## src/rtl/psg_io_port.sv

```systemverilog
// Z80-side register file of the AY-3-8910 PSG with hand-controller readback on R14/R15.
// Register writes are forwarded to the sound core as a one-cycle strobe.
module psg_io_port #(
  parameter logic [7:0]  ADDR_PORT   = 8'hF7,
  parameter logic [7:0]  DATA_PORT   = 8'hF6,
  parameter int unsigned SYNC_STAGES = 2
) (
  input  logic       clk,
  input  logic       reset,
  input  logic [7:0] io_addr,
  input  logic [7:0] io_din,
  input  logic       io_rd,
  input  logic       io_wr,
  output logic [7:0] io_dout,
  output logic       io_dout_oe,
  input  logic [7:0] pad0_in,
  input  logic [7:0] pad1_in,
  output logic       psg_we,
  output logic [3:0] psg_reg,
  output logic [7:0] psg_data
);

  localparam int unsigned LastStage = SYNC_STAGES - 1;

  function automatic logic [7:0] reg_mask(input logic [3:0] idx);
    case (idx)
      4'd1, 4'd3, 4'd5, 4'd13: reg_mask = 8'h0F;
      4'd6, 4'd8, 4'd9, 4'd10: reg_mask = 8'h1F;
      default:                 reg_mask = 8'hFF;
    endcase
  endfunction

  logic       rd_q, wr_q;
  logic [7:0] regs_q [16];
  logic [3:0] sel_q;
  logic       sel_ok_q;
  logic [7:0] pad0_sync_q [SYNC_STAGES];
  logic [7:0] pad1_sync_q [SYNC_STAGES];
  logic [7:0] dout_q;
  logic       oe_q;
  logic       we_q;
  logic [3:0] reg_q;
  logic [7:0] data_q;

  logic       rd_rise, wr_rise;
  logic       sel_wr, data_wr, data_rd;
  logic [7:0] wr_masked;
  logic [7:0] pad0_sync, pad1_sync;
  logic [7:0] read_val;

  // A strobe edge with both io_rd and io_wr high is not a valid access.
  assign rd_rise   = io_rd & ~rd_q & ~io_wr;
  assign wr_rise   = io_wr & ~wr_q & ~io_rd;
  assign sel_wr    = wr_rise & (io_addr == ADDR_PORT);
  assign data_wr   = wr_rise & (io_addr == DATA_PORT) & sel_ok_q;
  assign data_rd   = rd_rise & (io_addr == DATA_PORT);
  assign wr_masked = io_din & reg_mask(sel_q);
  assign pad0_sync = pad0_sync_q[LastStage];
  assign pad1_sync = pad1_sync_q[LastStage];

  always_comb begin
    read_val = regs_q[sel_q];
    if (!sel_ok_q) begin
      read_val = 8'hFF;
    end else if (sel_q == 4'd14 && !regs_q[7][6]) begin
      read_val = pad0_sync;
    end else if (sel_q == 4'd15 && !regs_q[7][7]) begin
      read_val = pad1_sync;
    end
  end

  always_ff @(posedge clk) begin
    // Strobe history keeps tracking during reset so a held strobe is not seen as a new edge.
    rd_q <= io_rd;
    wr_q <= io_wr;
    if (reset) begin
      for (int i = 0; i < 16; i++) begin
        regs_q[i] <= 8'h00;
      end
      for (int i = 0; i < int'(SYNC_STAGES); i++) begin
        pad0_sync_q[i] <= 8'hFF;
        pad1_sync_q[i] <= 8'hFF;
      end
      sel_q    <= 4'd0;
      sel_ok_q <= 1'b1;
      dout_q   <= 8'hFF;
      oe_q     <= 1'b0;
      we_q     <= 1'b0;
      reg_q    <= 4'd0;
      data_q   <= 8'h00;
    end else begin
      pad0_sync_q[0] <= pad0_in;
      pad1_sync_q[0] <= pad1_in;
      for (int i = 1; i < int'(SYNC_STAGES); i++) begin
        pad0_sync_q[i] <= pad0_sync_q[i-1];
        pad1_sync_q[i] <= pad1_sync_q[i-1];
      end

      if (sel_wr) begin
        if (io_din[7:4] == 4'h0) begin
          sel_q    <= io_din[3:0];
          sel_ok_q <= 1'b1;
        end else begin
          sel_ok_q <= 1'b0;
        end
      end

      we_q <= data_wr;
      if (data_wr) begin
        regs_q[sel_q] <= wr_masked;
        reg_q         <= sel_q;
        data_q        <= wr_masked;
      end

      // Read data is a snapshot taken at the edge and held until io_rd falls.
      if (data_rd) begin
        oe_q   <= 1'b1;
        dout_q <= read_val;
      end else if (oe_q && !io_rd) begin
        oe_q   <= 1'b0;
        dout_q <= 8'hFF;
      end
    end
  end

  assign io_dout    = dout_q;
  assign io_dout_oe = oe_q;
  assign psg_we     = we_q;
  assign psg_reg    = reg_q;
  assign psg_data   = data_q;

endmodule

```

## config.mk

```make
export PLATFORM = sky130hd
export DESIGN_NAME = psg_io_port
export DESIGN_NICKNAME = d
export VERILOG_FILES = /design/src/rtl/psg_io_port.sv
export SDC_FILE = /design/constraint.sdc
export NUM_CORES = 1
export LEC_CHECK = 0
export CORE_ASPECT_RATIO = 1.5
export CORE_UTILIZATION = 56
export CTS_CLUSTER_SIZE = 20
export DETAILED_ROUTE_END_ITERATION = 16
export GPL_TIMING_DRIVEN = 0
export HOLD_SLACK_MARGIN = 0.1
export PLACE_DENSITY = 0.81
export RECOVER_POWER = 100
export SETUP_SLACK_MARGIN = 0.4
export SLEW_MARGIN = 20
export SYNTH_ARGS = -nofsm -noshare
export SYNTH_HDL_FRONTEND = slang
export SYNTH_SLANG_ARGS = --single-unit
export TNS_END_PERCENT = 5
```

## constraint.sdc

```tcl
create_clock -name clk -period 3.1 [get_ports clk]
set_input_delay 0.62 -clock clk [delete_from_list [all_inputs] [get_ports clk]]
set_output_delay 0.62 -clock clk [all_outputs]
set_load 0.005 [all_outputs]
```

### Yosys cells after proc, flatten, opt, wreduce, memory -nomap -nowiden

Memories as Yosys holds them, arrays and structs flattened. A register that Yosys moved wholly into a read port is not among the register bits.
Index checks and enable logic that the tools add are counted.

* ROM bits: 64
* logic and storage cells: 69
* RAM bits: 160
* bits of input ports: 36
* memories kept: 4
* register bits after elaboration: 29
* output and inout port bits: 22

* reductions and logical operators: 10
* mux-type cells: 25
* bitwise gates (word level): 17
* eq/ne operators: 4

Memory list
* regs_q: words 16, bits a word 8, rd ports 2, clocked after Yosys merged registers in 1, write ports 16, line 34 `logic [7:0] regs_q [16];`
* (no name shown): words 16, bits a word 4, rd ports 1, clocked after Yosys merged registers in 1, write ports 0, line 26 `case (idx)`
* pad0_sync_q: words 2, bits a word 8, rd ports 2, clocked after Yosys merged registers in 0, write ports 2, line 37 `logic [7:0] pad0_sync_q [SYNC_STAGES];`
* pad1_sync_q: words 2, bits a word 8, rd ports 2, clocked after Yosys merged registers in 0, write ports 2, line 38 `logic [7:0] pad1_sync_q [SYNC_STAGES];`

Operators by type and width (number)
* 8-bit 2-to-1 mux: 10
* 4-bit 2-to-1 mux: 5
* 8-bit equality test (second input constant): 2
* 1-bit 2-to-1 mux: 10
* 1-bit bitwise AND: 8
* 8-bit bitwise AND: 1
* 4-bit equality test (second input constant): 2
* 8-bit OR reduction: 1
* 4-bit logical NOT: 1
* 1-bit NOT: 4
* 1-bit bitwise OR: 4
* 1-bit logical AND: 3
* 1-bit logical NOT: 3
* 2-bit AND reduction: 1
* 2-bit nonzero test: 1

### Depth between registers and ports, before layout

* depth in word-level cells: 10
* depth in mapped cells: 10
* depth with buffers taken out: 9

### Worst setup path before layout

Ideal clock, no wire load.

* path kind: input to register
* from: input io_addr[5]
* to: register with a tool-made name
* arrival: 2.786 ns
* setup slack: 0.194 ns
* buffers on the path: 1
* stages: 10
* library setup time: 0.120 ns
* required time: 2.980 ns
* cell sequence: nand4_1 > buf_2 > nor3_1 > nand4_1 > mux2i_1 > or2_2 > ha_1 > a211oi_1 > a211oi_1 > a211o_1

RTL lines
* start, declared: line 10 `input logic [7:0] io_addr,`

==> flow_summary.json <==
{
  "synthFlopType": "sky130_fd_sc_hd__edfxtp_1",
  "drive_gt1_share_pct": 16.24,
  "regToRegEndpoint": "regs_q[8][2]",
  "rows": 54,
  "die-height_um": 150.7,
  "drtIter0Drc": 526,
  "cts_tree": "done",
  "ant_nets": 0,
  "cp_cell_sequence": "dlygate4sd3_1, or4_4, nor3_1, buf_2, nand2_1, nand2b_1",
  "crit_path_max_incr_delay_ps": 640,
  "clockRootBuffer": "sky130_fd_sc_hd__clkbuf_16",
  "slew-limit-headroom_pct": 49.56,
  "reg2regPathDepth": 6,
  "tightest_slew_ps": 750.8,
  "post_synthesis_share_of_cell_area_spent_on_xor_and_xnor_gates_pct": 0,
  "clock.fmax_mhz": 343.9,
  "vias_per_cell": 5.920,
  "startpoint_type": "primary input",
  "antenna_cells_inserted": 0,
  "routed_wire_length_per_instance_um": 21.13,
  "netlist_instances": 655,
  "vdd.ir_drop.worst_v": 0.0004226,
  "synth.mux.area_fraction_pct": 10.07,
  "rr_startpoint": "sel_q[0]",
  "sinks_on_clock_net": 195,
  "worstSkewPairLatency_ps": 440,
  "timing.max_cap.violations": 0,
  "largest_registers": "regs_q (128), pad0_sync_q (16), pad1_sync_q (16)",
  "time_the_final_worst_path_needs_with_i_o_delays_and_setup_ps": 2908,
  "regMostFlops": "regs_q",
  "post_synth_and_or_nand_nor_area_fraction_pct": 18.13,
  "largest_register_ff_count": 128,
  "clkSlewWorstSetupHoldPaths_ps": 70,
  "grt_max_degree": 20,
  "whs_path_depth": 1,
  "post-route-worst-setup-slack_ps": 192.4,
  "hold_path.startpoint": "pad0_sync_q[0][0]",
  "reg2reg_slack_ps": 480,
  "ys_ff_latch": 195,
  "finalInstanceArea_mm2": 0.009713,
  "global_route_wire_length_before_repair_mm": 30.65,
  "die_w_um": 101.1,
  "port_buffers": 57,
  "synth.avg_cell_area_um2": 12.60,
  "first_global_vias": 5790,
  "h-tree-depth": 4,
  "final_min_period_over_clock_period_pct": 93.79,
  "post_synth_instance_area_mm2": 0.008253,
  "drt_drc": 0,
  "synth_fa_ha_area_share_pct": 0.1516,
  "critical_path_top_delay_cell": "sky130_fd_sc_hd__dlygate4sd3_1",
  "layout_commonest_cell": "sky130_fd_sc_hd__edfxtp_1",
  "finalHoldViolations": 0,
  "finalNetCount": 769,
  "synth_top_family_by_area": "simple AND/OR/NAND/NOR gates",
  "syn-num-nets": 692,
  "seq_area_frac_synth_pct": 62.83,
  "status": "finished, final reports clean",
  "timing.critical_path.required_ps": 3180,
  "synth_cell_type_count": 42,
  "hold_path.class": "register to register",
  "whs_endpoint": "pad0_sync_q[0][8]",
  "drt_pre_antenna_iters": 5,
  "report.final.setup_viol": 0,
  "final.setup.tns_ps": 0,
  "final_max_slew_viol_count": 0,
  "p_per_area_mw_per_mm2": 545.7,
  "rsz_0062_raised_after_global_routing": "yes",
  "worst-path-max-fanout": 10,
  "via_total_after_detailed_routing": 5571,
  "ys_async_sr_fraction_pct": 0,
  "worst_path_arrival_ps": 2990,
  "path_delay_family": "simple AND/OR/NAND/NOR gates",
  "hpwl_mm": 14.75,
  "numCtsBuffers": 17,
  "design.die.area_mm2": 0.01524,
  "area.growth.synth_to_final_pct": 17.69,
  "route.final.wire_length_mm": 19.89,
  "cts_hold_buf": 0,
  "grt_use_total_pct": 28.01,
  "clock_skew_ps": 8.414,
  "setup.worst_path.class": "primary input to register",
  "ys.warnings.count": 0,
  "placedInstanceArea_mm2": 0.009111,
  "pin_count": 58,
  "gp_congestion": 0.9322,
  "placeableCoreArea_mm2": 0.01446,
  "grt_overflow": 0,
  "synth-compound-area-share_pct": 5.625,
  "path_buf_inv": 2,
  "place_ws_ps": -314.0,
  "max-clock-path-buffers": 2,
  "initial_cell_density_of_the_core_pct": 57.08,
  "synth_enable_flop_cells": 128,
  "antenna_found_initial": 0,
  "total_leakage_power_nw": 3.658,
  "mostFrequentLayoutCells": "128 x sky130_fd_sc_hd__edfxtp_1, 96 x sky130_fd_sc_hd__nor2_1, 67 x sky130_fd_sc_hd__dfxtp_1, 56 x sky130_fd_sc_hd__and3_1, 38 x sky130_fd_sc_hd__clkbuf_1",
  "setup.worst_path.end_class": "register"
}
-- routing by layer --
metal | global-route usage, % | up-vias | share of wire [%] | wire length [um]
li1 | - | 2544 | - | -
met5 | 0 | - | 0 | 0
met3 | 6.871 | 70 | 7.4 | 1480
met4 | 17.03 | 0 | 5.9 | 1166
met1 | 28.79 | 2674 | 32 | 6390
met2 | 50.54 | 283 | 55 | 10850
-- metrics by stage --
| step | utilization, % | std cells | total power [mW] | hold WS, ps |
|---|---|---|---|---|
| floorplan | - | 655 | 3.027 | 389.5 |
| global placement | 63.01 | 908 | 3.131 | 391.2 |
| detailed placement | 63.01 | 908 | 3.148 | 394.9 |
| CTS | 67.22 | 941 | 5.295 | 412.8 |
| global route | 67.18 | 941 | 5.421 | 423.9 |
| finish | 67.18 | 941 | 5.301 | 412.0 |
-- worst reg2reg max path: stages, from the launching register on --
cell,delay [ps]
sky130_fd_sc_hd__dfxtp_1,300
sky130_fd_sc_hd__buf_2,190
sky130_fd_sc_hd__or4_4,600
sky130_fd_sc_hd__nor3_1,290
sky130_fd_sc_hd__buf_2,310
sky130_fd_sc_hd__nand2_1,180
sky130_fd_sc_hd__nand2b_1,400
-- logic make-up (layout without fill, tap and decap cells) --
family | Yosys count | in the layout
flip-flops | 195 | 195
buffers and inverters | 55 | 145
AO/OA/AOI/OAI | 72 | 72
adder cells (fa/ha/maj) | 1 | 1
AND/OR/NAND/NOR | 279 | 279
multiplexers | 53 | 53
-- worst max path at each step --
stage	startpoint	to	slack [ps]	cells past startpoint
4_1_cts	io_addr[1]	regs_q[9][0]	280	7
3_3_place_gp	io_addr[7]	register	-280	11
2_1_floorplan	io_addr[7]	register	400	10
6_report	reset	regs_q[8][2]	190	6
3_5_place_dp	io_addr[6]	register	-310	11
5_1_grt	reset	regs_q[1][2]	110	6
-- layout make-up --
cell class / count / area (um^2)
Timing Repair Buffer: 58 / 574.3
Clock buffer: 18 / 439.2
Buffer: 52 / 252.7
Tap cell: 196 / 245.2
Inverter: 3 / 11.26
Clock inverter: 14 / 158.9
Fill cell: 1064 / 4746
Sequential cell: 195 / 5185
Multi-Input combinational cell: 405 / 2846
-- power breakdown --
group / internal [mW] / total [mW] / switching, mW / leakage [nW]
combinational: 0.0938 / 0.230 / 0.137 / 1.51
clock: 1.17 / 2.21 / 1.04 / 0.294
sequential: 2.84 / 2.86 / 0.0230 / 1.86
-- cell usage after synthesis, drive strengths merged (16+ instances only) --
master / count / area (um^2)
a21oi: 32 / 160.2
and3: 56 / 350.3
buf: 16 / 116.4
clkbuf: 36 / 136.4
dfxtp: 67 / 1341
edfxtp: 128 / 3844
mux2i: 29 / 290.3
mux4: 24 / 540.5
nand2: 26 / 97.59
nand2b: 17 / 106.4
nor2: 96 / 360.4
or2: 37 / 231.5
-- repair_timing --
item,in CTS,in global routing
buffers inserted,1,0
cloned,0,0
resized for setup,1,10
setup endpoints to repair,98,113
Power figures use the tool's default switching activity.
